[config.mk]
export PLATFORM = sky130hd
export DESIGN_NAME = decrypt_engine_flat
export DESIGN_NICKNAME = d
export VERILOG_FILES = /design/src/rtl/decrypt_if.sv /design/src/rtl/decrypt_engine.sv /design/src/flat_wrapper.sv
export SDC_FILE = /design/constraint.sdc
export NUM_CORES = 1
export LEC_CHECK = 0
export BUFFER_PORTS_ARGS = -buffer_cell sky130_fd_sc_hd__buf_4
export CAP_MARGIN = 20
export CORE_MARGIN = 2
export CORE_UTILIZATION = 45
export DETAILED_ROUTE_END_ITERATION = 10
export HOLD_SLACK_MARGIN = 0.15
export PLACE_DENSITY = 0.67
export SETUP_SLACK_MARGIN = 0.2
export SYNTH_ARGS = -nofsm -noshare
export SYNTH_HDL_FRONTEND = slang
export SYNTH_SLANG_ARGS = --single-unit
[constraint.sdc]
create_clock -name clk -period 8.5 [get_ports clk]
set_input_delay 0.85 -clock clk [delete_from_list [all_inputs] [get_ports clk]]
set_output_delay 0.85 -clock clk [all_outputs]
set_load 0.1 [all_outputs]
[src/rtl/decrypt_if.sv]
// Start/stop handshake plus key and data memory ports of the decrypt engine.
`timescale 1ns/1ps
interface decrypt_if;
    logic [1:0]  start;
    logic [7:0]  length;
    logic [2:0]  stop;
    logic [7:0]  key_addr;
    logic [31:0] key_in;
    logic [8:0]  data_addr;
    logic [31:0] data_in;
    logic [31:0] decrypt_data;
    logic        we;

    modport master (
        output start, length, key_in, data_in,
        input  stop, key_addr, data_addr, decrypt_data, we
    );

    modport slave (
        input  start, length, key_in, data_in,
        output stop, key_addr, data_addr, decrypt_data, we
    );
endinterface

[src/rtl/decrypt_engine.sv]
// Recovers plaintext words from the upper data region into the lower region, in groups of up
// to four words buffered so the single data port alternates between read and write bursts.
`timescale 1ns/1ps
module decrypt_engine #(
    parameter logic [8:0] READ_BASE  = 9'd256,
    parameter logic [8:0] WRITE_BASE = 9'd0
) (
    input logic       clk,
    input logic       reset,
    decrypt_if.slave  bus
);

    typedef enum logic [2:0] {StIdle, StRd, StDrain, StWr, StDone} state_e;

    state_e          state_q, state_d;
    logic [7:0]      i_q, i_d;
    logic [7:0]      w_q, w_d;
    logic [7:0]      len_q, len_d;
    logic [1:0]      slot_q, slot_d;
    logic            armed_q, armed_d;
    logic            lossy_q, lossy_d;
    logic [2:0]      stop_q, stop_d;
    logic            cap_vld_q, cap_vld_d;
    logic [1:0]      cap_op_q, cap_op_d;
    logic [1:0]      cap_slot_q, cap_slot_d;
    logic [3:0][31:0] buf_q, buf_d;
    logic [31:0]     plain;

    // Inverse of the encrypt op; op 1 was an AND and cannot be undone.
    always_comb begin
        plain = bus.data_in;
        unique case (cap_op_q)
            2'd0: plain = bus.data_in - bus.key_in;
            2'd1: plain = bus.data_in;
            2'd2: plain = bus.data_in + bus.key_in;
            2'd3: plain = bus.data_in ^ bus.key_in;
            default: plain = bus.data_in;
        endcase
    end

    always_comb begin
        state_d    = state_q;
        i_d        = i_q;
        w_d        = w_q;
        len_d      = len_q;
        slot_d     = slot_q;
        armed_d    = armed_q;
        lossy_d    = lossy_q;
        stop_d     = stop_q;
        cap_vld_d  = 1'b0;
        cap_op_d   = cap_op_q;
        cap_slot_d = cap_slot_q;
        buf_d      = buf_q;

        // Memory data arrives one cycle after its address, so capture is pipelined behind RD.
        if (cap_vld_q) begin
            buf_d[cap_slot_q] = plain;
            if (cap_op_q == 2'd1) lossy_d = 1'b1;
        end

        unique case (state_q)
            StIdle: begin
                if (bus.start != 2'b01) begin
                    armed_d = 1'b1;
                end else if (armed_q) begin
                    armed_d = 1'b0;
                    len_d   = bus.length;
                    i_d     = '0;
                    w_d     = '0;
                    slot_d  = '0;
                    lossy_d = 1'b0;
                    stop_d  = 3'b001;
                    state_d = (bus.length == 8'd0) ? StDone : StRd;
                end
            end
            StRd: begin
                cap_vld_d  = 1'b1;
                cap_op_d   = i_q[1:0];
                cap_slot_d = slot_q;
                i_d        = i_q + 8'd1;
                slot_d     = slot_q + 2'd1;
                if (slot_q == 2'd3 || (i_q + 8'd1) == len_q) state_d = StDrain;
            end
            StDrain: begin
                slot_d  = '0;
                state_d = StWr;
            end
            StWr: begin
                w_d    = w_q + 8'd1;
                slot_d = slot_q + 2'd1;
                if ((w_q + 8'd1) == i_q) begin
                    slot_d  = '0;
                    state_d = (i_q == len_q) ? StDone : StRd;
                end
            end
            StDone: begin
                stop_d  = lossy_q ? 3'b110 : 3'b010;
                state_d = StIdle;
            end
            default: state_d = StIdle;
        endcase
    end

    always_ff @(posedge clk or negedge reset) begin
        if (!reset) begin
            state_q    <= StIdle;
            i_q        <= '0;
            w_q        <= '0;
            len_q      <= '0;
            slot_q     <= '0;
            armed_q    <= 1'b1;
            lossy_q    <= 1'b0;
            stop_q     <= 3'b000;
            cap_vld_q  <= 1'b0;
            cap_op_q   <= '0;
            cap_slot_q <= '0;
            buf_q      <= '0;
        end else begin
            state_q    <= state_d;
            i_q        <= i_d;
            w_q        <= w_d;
            len_q      <= len_d;
            slot_q     <= slot_d;
            armed_q    <= armed_d;
            lossy_q    <= lossy_d;
            stop_q     <= stop_d;
            cap_vld_q  <= cap_vld_d;
            cap_op_q   <= cap_op_d;
            cap_slot_q <= cap_slot_d;
            buf_q      <= buf_d;
        end
    end

    assign bus.we           = (state_q == StWr);
    assign bus.data_addr    = bus.we ? (WRITE_BASE + {1'b0, w_q}) : (READ_BASE + {1'b0, i_q});
    assign bus.key_addr     = i_q;
    assign bus.decrypt_data = buf_q[slot_q];
    assign bus.stop         = stop_q;

endmodule

[src/flat_wrapper.sv]
// flat-port wrapper written by rule: the top's interface ports become plain ports
module decrypt_engine_flat 
#(
    parameter logic [8:0] READ_BASE  = 9'd256,
    parameter logic [8:0] WRITE_BASE = 9'd0
)
  (clk, reset, bus_start, bus_length, bus_key_in, bus_data_in, bus_stop, bus_key_addr, bus_data_addr, bus_decrypt_data, bus_we);
  decrypt_if bus_i ();
  input logic clk;
  input logic reset;
  input wire logic [$bits(bus_i.start)-1:0] bus_start;
  input wire logic [$bits(bus_i.length)-1:0] bus_length;
  input wire logic [$bits(bus_i.key_in)-1:0] bus_key_in;
  input wire logic [$bits(bus_i.data_in)-1:0] bus_data_in;
  output wire logic [$bits(bus_i.stop)-1:0] bus_stop;
  output wire logic [$bits(bus_i.key_addr)-1:0] bus_key_addr;
  output wire logic [$bits(bus_i.data_addr)-1:0] bus_data_addr;
  output wire logic [$bits(bus_i.decrypt_data)-1:0] bus_decrypt_data;
  output wire logic [$bits(bus_i.we)-1:0] bus_we;
  assign bus_i.start = bus_start;
  assign bus_i.length = bus_length;
  assign bus_i.key_in = bus_key_in;
  assign bus_i.data_in = bus_data_in;
  assign bus_stop = bus_i.stop;
  assign bus_key_addr = bus_i.key_addr;
  assign bus_data_addr = bus_i.data_addr;
  assign bus_decrypt_data = bus_i.decrypt_data;
  assign bus_we = bus_i.we;
  decrypt_engine #(.READ_BASE(READ_BASE), .WRITE_BASE(WRITE_BASE)) u_core (.clk(clk), .reset(reset), .bus(bus_i));
endmodule
==> results.sh, run 1 <==
export IMPL_status="finished, final reports clean"
export IMPL_clk_latency_ns=0.43
export IMPL_drive_above_1_share_pct=16.8
export IMPL_relSlewSlack_pct=28.8
export IMPL_path_class="input port to flip-flop"
export IMPL_io_pins=129
export IMPL_wl_per_cell_um=17.0
export IMPL_dp_hpwl_um=19800
export IMPL_synth_cells=1220
export IMPL_period_minus_slack_ns=4.85
export IMPL_hold_viol_final=0
export IMPL_cts_setup_buffers=0
export IMPL_syn_area_um2=10700
export IMPL_worst_pin_slew_ns=1.07
export IMPL_clock_sinks=167
export IMPL_cts_root_buf="clkbuf_16"
export IMPL_numCtsBuffers=17
export IMPL_drtPass1Iterations=5
export IMPL_rsz0062_at_grt="no"
export IMPL_dpl_cell_count=1603
export IMPL_diodes=0
export IMPL_worst_slack_ns=3.65
export IMPL_num_vias=9107
export IMPL_track_usage_pct=22.8
export IMPL_cts_buffer_depth=2
export IMPL_synth_compound_area_share_pct=18.4
export IMPL_drc=0
export IMPL_end_kind="flip-flop"
export IMPL_synth_nets=1337
export IMPL_setup_tns_ns=0
export IMPL_ant_nets=0
export IMPL_synthSimpleGateAreaFrac_pct=18.6
export IMPL_core_area_um2=23400
export IMPL_cts_tree="built"
export IMPL_yosysUniqueCellTypes=69
export IMPL_fmax_mhz=206
export IMPL_synth_edff_count=0
export IMPL_synthMuxAreaShare_pct=8.08
export IMPL_synthAdderAreaFrac_pct=4.86
export IMPL_synth_top_family_by_area="simple AND/OR/NAND/NOR gates"
export IMPL_die_x_um=158
export IMPL_setup_violations=0
export IMPL_ctsResizeCount=0
export IMPL_grt_pass1_wl_um=44900
export IMPL_rows=56
export IMPL_synthArstFlopShare_pct=100
export IMPL_dp_slack_ns=3.21
export IMPL_antenna_found_initial=0
export IMPL_h_tree_depth=4
export IMPL_synthTopCellsByArea="dfrtp_1, nand2_1, o21ai_0"
export IMPL_critical_path_arrival_ns=5.11
export IMPL_drt_iter0_drc=599
export IMPL_max_cap_violations=0
export IMPL_grt_pass1_vias=8602
export IMPL_stdcell_count=1634
export IMPL_synth_top_area_cell="dfrtp_1"
export IMPL_fin_crit_sh_pct=57.0
export IMPL_wl_um=27700
export IMPL_rrSetupSlack_ns=3.93
export IMPL_clk_pin_slew_ns=0.06
export IMPL_holdBufCountCts=0
export IMPL_final_setup_skew_ns=0.0105
export IMPL_area_growth_synth_to_final_pct=16.2
export IMPL_synth_top_area_share_pct=38.8
export IMPL_critPathLaunchType="input port"
export IMPL_place_gp_congestion=0.899
export IMPL_synth_main_ff_cell="dfrtp_1"
export IMPL_grt_max_degree=98
export IMPL_drv_slew=0
export IMPL_crit_required_ns=8.77
export IMPL_path_max_fanout=8
export IMPL_dieArea_um2=25100
export IMPL_overflow=0
export IMPL_ir_worst_vdd_mv=0.148
export IMPL_synth_warnings=0
export IMPL_io_buffer_count=128
export IMPL_power_leakage_nw=5.57
export IMPL_die_h_um=158
export IMPL_synth_xor_area_share_pct=8.09
export IMPL_p_per_area_nw_per_um2=152
export IMPL_seq_area_frac_synth_pct=39.0
export IMPL_hp_class="flip-flop to flip-flop"
export IMPL_avgSynthCellArea_um2=8.79
export IMPL_vias_per_cell=5.57
export IMPL_ys_ff_latch=167
export IMPL_start_util_pct=45.8
export IMPL_nets=1420
metal layers:
layer  vias up  part of all wire [%]  global-route usage, %
li1       4505                     -                      -
met1      4361                    49                   33.9
met2       228                    45                   35.5
met3        13                   4.9                   3.43
met4         0                  0.59                   4.89
met5         -                     0                      0
cells by family after synthesis:
kind of cell / after synthesis
simple gates: 443
compound gates: 338
flops: 167
xor+xnor: 99
buf+inv: 86
mux: 46
fa+ha+maj: 41
cell usage after synthesis, drive strengths merged (12+ instances only):
| cell type | instances |
|---|---|
| a21o | 14 |
| a21oi | 75 |
| a31oi | 14 |
| and3 | 20 |
| clkbuf | 67 |
| dfrtp | 166 |
| ha | 40 |
| mux4 | 32 |
| nand2 | 243 |
| nand3 | 23 |
| nor2 | 65 |
| nor3 | 24 |
| nor4 | 12 |
| o21ai | 173 |
| xnor2 | 57 |
| xor2 | 42 |
area by class of cell:
class                      instances  area [um^2]
tap                              319          399
fill                            2263        10900
clock inverter                    13          133
clock buffer                      18          439
inverter                          12         45.0
sequential                       167         4180
timing repair buffer             138         1040
multi-input combinational        967         6220
metrics by stage:
step | cell area, um^2 | hold slack (ns) | util, % | power [W]
2_1_floorplan | 10700 | 0.445 | - | 0.00105
3_3_place_gp | 11900 | 0.457 | 50.8 | 0.00116
3_5_place_dp | 11900 | 0.466 | 50.8 | 0.00116
4_1_cts | 12500 | 0.479 | 53.2 | 0.00191
5_1_grt | 12500 | 0.504 | 53.2 | 0.00197
6_report | 12500 | 0.478 | 53.2 | 0.00189
worst paths after layout:
kind                                           startpoint                           end  cells past startpoint
max in group asynchronous                           reset  u_core.slot_q[0]$_DFFE_PN0P_                      2
min                           u_core.buf_q[5]$_DFFE_PN0P_   u_core.buf_q[5]$_DFFE_PN0P_                      2
min reg2reg                   u_core.buf_q[5]$_DFFE_PN0P_   u_core.buf_q[5]$_DFFE_PN0P_                      2
max                                         bus_key_in[1]  u_core.buf_q[93]$_DFFE_PN0P_                     16
max reg2reg                u_core.cap_op_q[1]$_DFFE_PN0P_  u_core.buf_q[92]$_DFFE_PN0P_                     13
min in group asynchronous                           reset   u_core.buf_q[5]$_DFFE_PN0P_                      1
cell usage in the layout, fill, tap and decap left out, types with 23 or more instances in the layout:
cell | netlist | routed
a21oi_1 | 75 | 75
buf_4 | 0 | 137
dfrtp_1 | 166 | 165
ha_1 | 40 | 40
mux4_2 | 32 | 32
nand2_1 | 243 | 243
nor2_1 | 65 | 65
nor3_1 | 23 | 23
o21ai_0 | 151 | 151
xnor2_1 | 57 | 57
xor2_1 | 42 | 42
critical path: stages:
cell	delay [ns]
buf_4	0.11
or3_1	0.44
or3_1	0.46
nor3b_2	0.39
inv_1	0.10
o21ai_0	0.21
xnor2_1	0.18
ha_1	0.36
and2_1	0.24
a221o_1	0.32
a221oi_1	0.40
o32a_1	0.25
nand4_1	0.14
a21o_1	0.21
a31oi_1	0.34
o21ai_1	0.12
where the power goes:
group	switching (W)	total (W)	internal, W
Sequential	0.00000783	0.000818	0.000810
Clock	0.000310	0.000747	0.000436
Combinational	0.000209	0.000330	0.000121
sequential cells by signal, indices dropped and copies added (netlist names), 3 cells and up:
register             flops
u_core.w_q               8
u_core.bus.key_addr      8
u_core.state_q           3
u_core.bus.stop          3
u_core.buf_q           128
u_core.len_q             8
Power figures use the tool's default switching activity.
==> inputs of run 2 (changes only) <==
PLACE_DENSITY = 0.7   (was 0.67)
clock period = 4.3 ns   (was 8.5 ns; I/O delays follow)
==> results.sh, run 2 (same netlist as run 1, synthesis figures left out) <==
export IMPL_period_minus_slack_ns=3.96
export IMPL_crit_required_ns=4.57
export IMPL_ant_nets=0
export IMPL_final_setup_skew_ns=0.00945
export IMPL_cts_tree="built"
export IMPL_r2r_start="u_core.cap_op_q[0]$_DFFE_PN0P_"
export IMPL_drv_slew=0
export IMPL_h_tree_depth=4
export IMPL_cts_root_buf="clkbuf_16"
export IMPL_grt_pass1_vias=8804
export IMPL_io_buffer_count=128
export IMPL_antenna_found_initial=0
export IMPL_power_total_w=0.00394
export IMPL_rsz0062_at_grt="no"
export IMPL_status="finished, final reports clean"
export IMPL_wl_um=28500
export IMPL_drtPass1Iterations=5
export IMPL_dpl_cell_count=1662
export IMPL_rows=56
export IMPL_setup_violations=0
export IMPL_numCtsBuffers=17
export IMPL_start_util_pct=45.8
export IMPL_max_cap_violations=0
export IMPL_critPathLaunchType="input port"
export IMPL_reg2reg_to="u_core.buf_q[80]$_DFFE_PN0P_"
export IMPL_num_vias=9358
export IMPL_rrSetupSlack_ns=0.61
export IMPL_holdBufCountCts=0
export IMPL_clock_sinks=167
export IMPL_wl_per_cell_um=16.8
export IMPL_critical_path_arrival_ns=4.23
export IMPL_end_kind="flip-flop"
export IMPL_regMostFlops="u_core.buf_q"
export IMPL_overflow=0
export IMPL_path_class="input port to flip-flop"
export IMPL_path_max_fanout=4
export IMPL_drc=0
export IMPL_fin_crit_sh_pct=92.2
export IMPL_track_usage_pct=23.3
export IMPL_p_per_area_nw_per_um2=301
export IMPL_ir_worst_vdd_mv=0.253
export IMPL_clk_latency_ns=0.43
export IMPL_diodes=0
export IMPL_relSlewSlack_pct=28.4
export IMPL_grt_pass1_wl_um=45700
export IMPL_fmax_mhz=252
export IMPL_core_area_um2=23400
export IMPL_clk_pin_slew_ns=0.06
export IMPL_die_x_um=158
export IMPL_setup_tns_ns=0
export IMPL_drt_iter0_drc=580
export IMPL_worst_r2r_path_depth=14
export IMPL_drive_above_1_share_pct=20.9
export IMPL_final_util_pct=55.8
export IMPL_hold_viol_final=0
export IMPL_io_pins=129
export IMPL_final_cell_mix="nand2_1, buf_4, dfrtp_1"
export IMPL_vias_per_cell=5.52
export IMPL_cts_buffer_depth=2
export IMPL_largest_reg_flops=128
export IMPL_dp_hpwl_um=20900
export IMPL_grt_max_degree=105
export IMPL_power_leakage_nw=5.92
export IMPL_dieArea_um2=25100
export IMPL_area_growth_synth_to_final_pct=21.9
export IMPL_place_gp_congestion=0.957
export IMPL_worst_pin_slew_ns=1.07
export IMPL_stdcell_count=1695
export IMPL_final_common_cell="nand2_1"
export IMPL_nets=1480
export IMPL_die_h_um=158
export IMPL_hp_class="input port to async pin"
-- run 2: cell types whose count changed in the layout (fill, tap and decap cells not counted), sizes merged --
| cell | before | now |
|---|---|---|
| clkinv | 9 | 7 |
| clkbuf | 18 | 20 |
| clkinvlp | 4 | 3 |
| bufinv | 2 | 4 |
| buf | 138 | 198 |
-- run 2: power by group --
group          switching [W]  total (W)  internal [W]
logic               0.000437   0.000722      0.000285
clock network       0.000612    0.00160      0.000987
registers          0.0000159    0.00162       0.00160
total                0.00106    0.00394       0.00287
-- run 2: what timing repair did --
item / CTS / global route
resized for setup: 0 / 14
setup endpoints to repair: 0 / 29
setup buffers: 0 / 1
-- run 2: worst max-delay path, stage by stage --
cell and delay (ns):
buf_4 0.11, or3_1 0.41, or3_4 0.37, nand2b_1 0.18
or2_4 0.27, o41ai_2 0.23, xnor2_1 0.16, ha_1 0.26
and2_1 0.17, a221o_1 0.36, a221oi_4 0.27, o32a_1 0.27
nand4_1 0.17, a21o_1 0.24, a31oi_4 0.23, o21ai_1 0.10
-- run 2: layout make-up --
type / count / area, um^2
repair buffers: 198 / 1500
fillers: 2138 / 10300
flip-flops and latches: 167 / 4180
clock inverters: 12 / 179
well taps: 319 / 399
clock buffers: 20 / 447
inverters: 12 / 45.0
multi-input cells: 967 / 6310
-- run 2: stage by stage --
stage,hold slack [ns],instance area [um^2],worst slack (ns)
CTS,0.158,13000,0.222
floorplan,0.134,10700,0.224
detailed placement,0.465,12400,-0.204
global placement,0.458,12400,-0.130
finish,0.0990,13100,0.337
global route,0.163,13100,0.163
-- run 2: worst max-delay path by stage --
stage / to / startpoint / cells after the start / slack, ns
floorplan: u_core.buf_q[93]$_DFFE_PN0P_ / bus_key_in[1] / 16 / 0.22
global placement: u_core.buf_q[93]$_DFFE_PN0P_ / bus_key_in[5] / 16 / -0.13
detailed placement: u_core.buf_q[93]$_DFFE_PN0P_ / bus_key_in[5] / 16 / -0.20
CTS: u_core.buf_q[93]$_DFFE_PN0P_ / bus_key_in[5] / 16 / 0.22
global route: u_core.buf_q[62]$_DFFE_PN0P_ / bus_key_in[7] / 19 / 0.16
finish: u_core.buf_q[93]$_DFFE_PN0P_ / bus_key_in[5] / 16 / 0.34
-- run 2: metal layers --
layer | share of wire (%) | up-vias | track usage, % | wire, um
met5 | 0 | - | 0 | 0
met4 | 1.4 | 0 | 6.35 | 386
met3 | 4.3 | 29 | 3.16 | 1230
met2 | 44 | 231 | 34.8 | 12700
met1 | 50 | 4469 | 35.4 | 14200
li1 | - | 4629 | - | -
